File: config.mk
export PLATFORM = sky130hd
export DESIGN_NAME = imem_loader
export DESIGN_NICKNAME = d
export VERILOG_FILES = /design/src/rtl/imem_loader.sv
export SDC_FILE = /design/constraint.sdc
export NUM_CORES = 1
export LEC_CHECK = 0
export ABC_AREA = 1
export CORE_MARGIN = 3
export CORE_UTILIZATION = 53
export CTS_CLUSTER_DIAMETER = 30
export DETAILED_ROUTE_END_ITERATION = 10
export DONT_BUFFER_PORTS = 1
export HOLD_SLACK_MARGIN = 0.03
export PLACE_DENSITY = 0.77
export SLEW_MARGIN = 20
export SYNTH_ARGS = -nofsm -noshare
export SYNTH_HDL_FRONTEND = slang
export SYNTH_SLANG_ARGS = --single-unit
File: constraint.sdc
create_clock -name clk -period 2.1 [get_ports clk]
set_input_delay 0.42 -clock clk [delete_from_list [all_inputs] [get_ports clk]]
set_output_delay 0.42 -clock clk [all_outputs]
set_load 0.01 [all_outputs]
File: src/rtl/imem_loader.sv
// Instruction-memory loader: collects a little-endian byte stream into 32-bit words,
// writes them to IMEM from address 0 and holds the core in reset while loading.
module imem_loader #(
    parameter int unsigned ADDR_W    = 10,
    parameter int unsigned MAX_WORDS = 256
) (
    input  logic              clk,
    input  logic              Reset_n,
    input  logic              start,
    input  logic [8:0]        word_count,
    input  logic              abort,
    input  logic              in_valid,
    input  logic [7:0]        in_byte,
    output logic              in_ready,
    output logic              imem_we,
    output logic [ADDR_W-1:0] imem_addr,
    output logic [31:0]       imem_wd,
    output logic              cpu_reset,
    output logic              busy,
    output logic              done,
    output logic              error
);

    localparam int unsigned WC_W = 9;
    localparam logic [WC_W-1:0] MAX_WC = WC_W'(MAX_WORDS);

    typedef enum logic [1:0] {
        IDLE    = 2'd0,
        COLLECT = 2'd1,
        WRITE   = 2'd2,
        RELEASE = 2'd3
    } state_t;

    state_t          state_q, state_d;
    logic [1:0]      byte_idx_q;
    logic [WC_W-1:0] words_left_q;
    logic            cpu_hold_q;
    logic            start_ok_c, start_bad_c, abort_c, accept_c, advance_c;

    // Next-state and per-cycle strobes; abort outranks every other transition.
    always_comb begin
        state_d     = state_q;
        start_ok_c  = 1'b0;
        start_bad_c = 1'b0;
        abort_c     = 1'b0;
        accept_c    = 1'b0;
        advance_c   = 1'b0;
        case (state_q)
            IDLE: begin
                if (start) begin
                    if ((word_count != '0) && (word_count <= MAX_WC)) begin
                        start_ok_c = 1'b1;
                        state_d    = COLLECT;
                    end else begin
                        start_bad_c = 1'b1;
                    end
                end
            end
            COLLECT: begin
                if (abort) begin
                    abort_c = 1'b1;
                    state_d = IDLE;
                end else if (in_valid && in_ready) begin
                    accept_c = 1'b1;
                    if (byte_idx_q == 2'd3) begin
                        state_d = WRITE;
                    end
                end
            end
            WRITE: begin
                if (abort) begin
                    abort_c = 1'b1;
                    state_d = IDLE;
                end else begin
                    advance_c = 1'b1;
                    state_d   = (words_left_q == WC_W'(1)) ? RELEASE : COLLECT;
                end
            end
            RELEASE: begin
                state_d = IDLE;
            end
            default: begin
                state_d = IDLE;
            end
        endcase
    end

    always_ff @(posedge clk) begin
        if (!Reset_n) begin
            state_q <= IDLE;
        end else begin
            state_q <= state_d;
        end
    end

    // Outputs are registered from the next state so they line up with state_q.
    always_ff @(posedge clk) begin
        if (!Reset_n) begin
            in_ready     <= 1'b0;
            imem_we      <= 1'b0;
            busy         <= 1'b0;
            done         <= 1'b0;
            error        <= 1'b0;
            imem_addr    <= '0;
            imem_wd      <= '0;
            byte_idx_q   <= '0;
            words_left_q <= '0;
            cpu_hold_q   <= 1'b0;
        end else begin
            in_ready <= (state_d == COLLECT);
            imem_we  <= (state_d == WRITE);
            busy     <= (state_d != IDLE);
            done     <= (state_d == RELEASE);
            error    <= start_bad_c | abort_c;

            if (start_ok_c) begin
                imem_addr    <= '0;
                byte_idx_q   <= '0;
                words_left_q <= word_count;
                cpu_hold_q   <= 1'b1;
            end
            if (accept_c) begin
                imem_wd[{byte_idx_q, 3'b000} +: 8] <= in_byte;
                byte_idx_q                         <= byte_idx_q + 2'd1;
            end
            if (abort_c) begin
                byte_idx_q <= '0;
            end
            if (advance_c) begin
                imem_addr    <= imem_addr + ADDR_W'(4);
                words_left_q <= words_left_q - WC_W'(1);
            end
            if (state_q == RELEASE) begin
                cpu_hold_q <= 1'b0;
            end
        end
    end

    assign cpu_reset = cpu_hold_q;

endmodule

### Yosys cells after proc, flatten, opt, wreduce, memory -nomap -nowiden

Index checks and enable logic that the tools add are counted.

| word-level totals | value |
|---|---|
| flip-flop bits (word level) | 61 |
| input bits | 22 |
| output and inout port bits | 48 |

| operators by class | value |
|---|---|
| bitwise logic cells | 2 |
| reductions and logical operators | 10 |
| equality and inequality tests | 8 |
| shifts and indexed selects | 2 |
| magnitude comparators | 1 |
| muxes and demuxes | 28 |
| $add $sub $neg | 4 |

Operator list:

| kind | number |
|---|---|
| 32-bit bitwise mux | 1 |
| 8-bit by 7-bit variable shift with 32-bit output, first input constant | 1 |
| 8-bit by 7-bit variable part select with 32-bit output | 1 |
| 10-bit two-way mux | 2 |
| 2-bit two-way mux | 9 |
| 9-bit two-way mux | 2 |
| 1-bit two-way mux | 13 |
| 10-bit by 3-bit adder with 10-bit output, second input constant | 1 |
| 2-bit == test, second input constant | 5 |
| 9-bit by 1-bit == test with 1-bit output, second input constant | 1 |
| 9-bit less-or-equal comparator, second input constant | 1 |
| 9-bit nonzero test | 1 |
| 9-bit by 1-bit subtractor with 9-bit output, second input constant | 1 |
| 2-bit one-hot mux with 4 select lines | 1 |
| 5-bit negator with 7-bit output | 1 |
| 2-bit nonzero test | 3 |
| 2-bit OR reduction | 3 |
| 2-bit by 1-bit == test with 1-bit output, second input constant | 2 |
| 2-bit by 1-bit adder with 2-bit output, second input constant | 1 |
| 1-bit logical AND | 2 |
| 2-bit zero test | 1 |
| 1-bit NOT | 1 |
| 1-bit bitwise OR | 1 |

### Logic depth before layout (Yosys ltp)

| logic depth | value |
|---|---|
| word-level depth | 7 |
| gate-level depth with buffers | 10 |
| gate-level depth less buffers | 10 |

### Least setup slack after synthesis

Ideal clock, no wire load.

| timing path | value |
|---|---|
| path kind | register to register |
| start point | register byte_idx_q[0] |
| end point | register imem_wd[17] |
| cell stages (with the launch flop) | 9 |
| clock period less this slack | 1796 ps |
| required time | 2029 ps |
| setup slack | 304 ps |
| arrival time | 1725 ps |
| cell sequence | dfxtp_1 > buf_2 > inv_1 > ha_1 > inv_2 > nor2_2 > inv_1 > or3_1 > a21oi_1 |

| between the ends | value |
|---|---|
| word-level cells in the longest chain between the ends | 3 |
| elaborated cells on any way between the ends | 4 |
| classes of those cells | add/sub: 1; shift: 2; mux: 1 |

RTL lines:

| what | line | source |
|---|---|---|
| start: declaration | 35 | `logic [1:0] byte_idx_q;` |
| start signal: assignment | 124 | `byte_idx_q <= byte_idx_q + 2'd1;` |
| 5-bit negator with 7-bit output * | 123 | `imem_wd[{byte_idx_q, 3'b000} +: 8] <= in_byte;` |
| 8-bit by 7-bit variable part select with 32-bit output or 8-bit by 7-bit variable shift with 32-bit output (tied branches) | 123 |  |
| 32-bit bitwise mux * | 123 |  |
| end signal: indexed assignment | 123 |  |
| end: declaration | 17 | `output logic [31:0] imem_wd,` |

Every way passes the cells marked *; elsewhere a longest branch is shown, timed or not.
A chain may end at the register's enable or synchronous reset.

### Worst setup path in the final report

| timing path | value |
|---|---|
| start point | register state_q[1] |
| end point | register words_left_q[1] |

| between the ends | value |
|---|---|
| word-level cells in the longest chain between the ends | 3 |
| elaborated cells on any way between the ends | 6 |
| classes of those cells | eq/ne: 1; mux: 3; reduce/logical: 2 |

RTL lines:

| what | line | source |
|---|---|---|
| start: declaration | 34 | `state_t state_q, state_d;` |
| start signal: assignment | 92 | `state_q <= state_d;` |
| 2-bit == test or 2-bit zero test (tied branches) | 48 | `case (state_q)` |
| 1-bit two-way mux | 48 |  |
| 9-bit two-way mux or 2-bit nonzero test (tied branches) | n/a |  |
| end signal: assignment | 119 | `words_left_q <= word_count;` |
| end signal: assignment | 131 | `words_left_q <= words_left_q - WC_W'(1);` |
| end: declaration | 36 | `logic [WC_W-1:0] words_left_q;` |

Several ways; a longest one is shown, not always the timed one.

==> impl_metrics.csv <==
group,metric,value,unit
place,portBuffers,0,
place,dp_cells,481,
finish,n_antenna_cell,0,
setup_path,crit_type,"reg -> reg",
setup_path,reg2reg_depth,9,
global_routing,grt_pass1_wl,11.47,mm
synthesis,synth_seq_cells,59,
finish,final_common_cell,"nand2_1",
setup_path,cp_slowest_cell,"dfxtp_1",
pwr,power,2.325,mW
timing,fin_crit_sh,84.78,%
clock_network,cts_made_buffers,9,
timing,finalMaxSlewViolations,0,
synthesis,avgSynthCellArea,6.997,um^2
route,drtAntennaViolNets,0,
timing,hold_slack,0.1981,ns
run_status,outcome,"completed",
place,place_ws,0.3280,ns
timing,rsz0062_at_grt,"false",
setup_path,required,2.33,ns
global_routing,grt_pass1_vias,2449,
place,dp_hpwl,5.088,mm
timing,hold_viol_final,0,
global_routing,antenna_found_initial,0,
clock_network,clkTransAtPathRegs,0.07,ns
finish,fin_nets,457,
timing,setup_viol,0,
die,rows,26,
min_path,hp-class,"in -> reg",
route,wl_per_cell,14.05,um
setup_path,worstReg2RegStart,"state_q[1]",
setup_path,worst-path-buf-inv,3,
finish,final_area,3176,um^2
finish,fin_util,60.63,%
global_routing,gr-total-overflow,0,
timing,fmax,0.5617,GHz
route,via_count,2679,
clock_network,clock-root-buffer,"clkbuf_8",
die,die_w,80.64,um
global_routing,grt_max_degree,25,
route,firstDrtPassIters,5,
timing,period_needed,1.780,ns
timing,fin_skew,0.007963,ns
route,viasPerCell,5.401,
setup_path,worstSetupPathDepth,9,
flow_run,maxCapViolations,0,
setup_path,timing.rr.end,"words_left_q[1]",
min_path,hold_depth,2,
clock_network,clk_latency,0.34,ns
setup_path,end_kind,"flip-flop",
setup_path,critPathLaunch,"state_q[1]",
clock_network,cts_tree,"yes",
synthesis,ys_seq_area_share,40.00,%
setup_path,max_stage_delay,0.34,ns
setup_path,cp-start-kind,"flip-flop",
synthesis,synth_cells,422,
clock_network,cts-htree-levels,3,
global_routing,track_usage,22.91,%
pwr,vdd_drop_max,0.4452,mV
synthesis,synth_cell_types,29,
die,die_y,80.64,um
finish,syn_to_final_growth,7.543,%
setup_path,path_cells,"inv_1 -> ha_1 -> nand2_1 -> inv_1 -> nand3_2 -> nand2_2 -> inv_1 -> nor2_1 -> nor2_1",
synthesis,yosysWarnings,0,
clock_network,postCtsResizedCells,0,
clock_network,postCtsHoldBufs,0,
finish,final_cell_mix,"104 x nand2_1, 59 x dfxtp_1, 48 x a21oi_1",
finish,fillers,491,
setup_path,worstSetupEndpoint,"words_left_q[1]",
timing,setup-tns-final,0,ns
route,drt-initial-drc-count,162,
pwr,p_per_area,732.2,nW/um^2
setup_path,cp_top_family,"simple AND/OR/NAND/NOR gates",
setup_path,cpMostUsedCell,"inv_1",
pwr,power_leakage,1.377,nW
route,drt-total-wl,6.969,mm
route,drc,0,
clock_network,cts_buffer_depth,2,
die,core-area,5238,um^2
finish,layout-drive-gt1-share,7.042,%
clock_network,clock_sink_count,59,
die,io_pins,70,
place,gp_congestion,0.9227,
setup_path,ff2ff_setup_slack,0.32,ns
synthesis,synth_area,2953,um^2
clock_network,cts_setup_buffers,0,
die,initial_core_util,56.38,%
place,placed_area,2984,um^2
setup_path,arrival,2.01,ns
timing,setup_slack,0.3197,ns
setup_path,cp_max_fo,14,
die,die-area,6503,um^2
finish,final-instance-count-excl-fill,496,
-- per-layer routing --
layer / global-route usage (%) / wire length [um]
met3: 8.296 / 741
met1: 31.32 / 3149
met2: 32.78 / 2977
met5: 0 / 0
met4: 8.615 / 101
-- area by class of cell --
class                           count  area, um^2  share of cell area, %
Tap cell                           70       87.58                  2.758
Clock buffer                       10       137.6                  4.334
Inverter                           42       157.7                  4.965
Timing Repair Buffer                6       45.04                  1.418
Clock inverter                      5       53.80                  1.694
Multi-Input combinational cell    304        1513                  47.64
Sequential cell                    59        1181                  37.19
-- state kept, by name, summed over array words and instances, names as in the netlist --
register	cells
busy	1
byte_idx_q	2
cpu_reset	1
done	1
error	1
imem_addr	8
imem_wd	32
imem_we	1
in_ready	1
state_q	2
words_left_q	9
-- synth_stat cells (all sizes together) --
| library cell | count | area, um^2 |
|---|---|---|
| a31oi | 1 | 6.260 |
| dfxtp | 59 | 1181 |
| inv | 41 | 153.9 |
| a21o | 1 | 7.510 |
| o211a | 4 | 40.04 |
| nand4 | 9 | 56.30 |
| nand2 | 108 | 420.4 |
| ha | 13 | 162.7 |
| a21oi | 48 | 240.2 |
| nand3 | 40 | 205.2 |
| conb | 1 | 3.750 |
| nor3 | 4 | 20.02 |
| buf | 13 | 86.33 |
| clkinv | 1 | 3.750 |
| clkbuf | 5 | 18.77 |
| xor2 | 1 | 8.760 |
| o21ai | 20 | 100.1 |
| nor2 | 45 | 187.7 |
| or3 | 8 | 50.05 |
-- report_power, final --
group | internal (mW) | switching (mW)
Clock | 0.569 | 0.439
Combinational | 0.0541 | 0.108
Sequential | 1.14 | 0.0188
Total | 1.76 | 0.566
-- kinds of logic after synthesis --
| logic type | count (synthesis) | synth area share [%] |
|---|---|---|
| xor+xnor | 1 | 0.2967 |
| compound gates | 74 | 13.35 |
| fa+ha+maj | 13 | 5.509 |
| other cells | 1 | 0.1270 |
| buf+inv | 60 | 8.898 |
| flops | 59 | 40.00 |
| simple gates | 214 | 31.82 |
-- worst min path at each step --
stage                         start         endpoint  slack [ns]
global placement    words_left_q[8]  words_left_q[8]        0.49
global route                Reset_n  words_left_q[0]        0.20
finish                      Reset_n  words_left_q[0]        0.20
detailed placement  words_left_q[8]  words_left_q[8]        0.50
floorplan           words_left_q[8]  words_left_q[8]        0.47
CTS                         Reset_n  words_left_q[0]        0.19
Power figures use the tool's default switching activity.
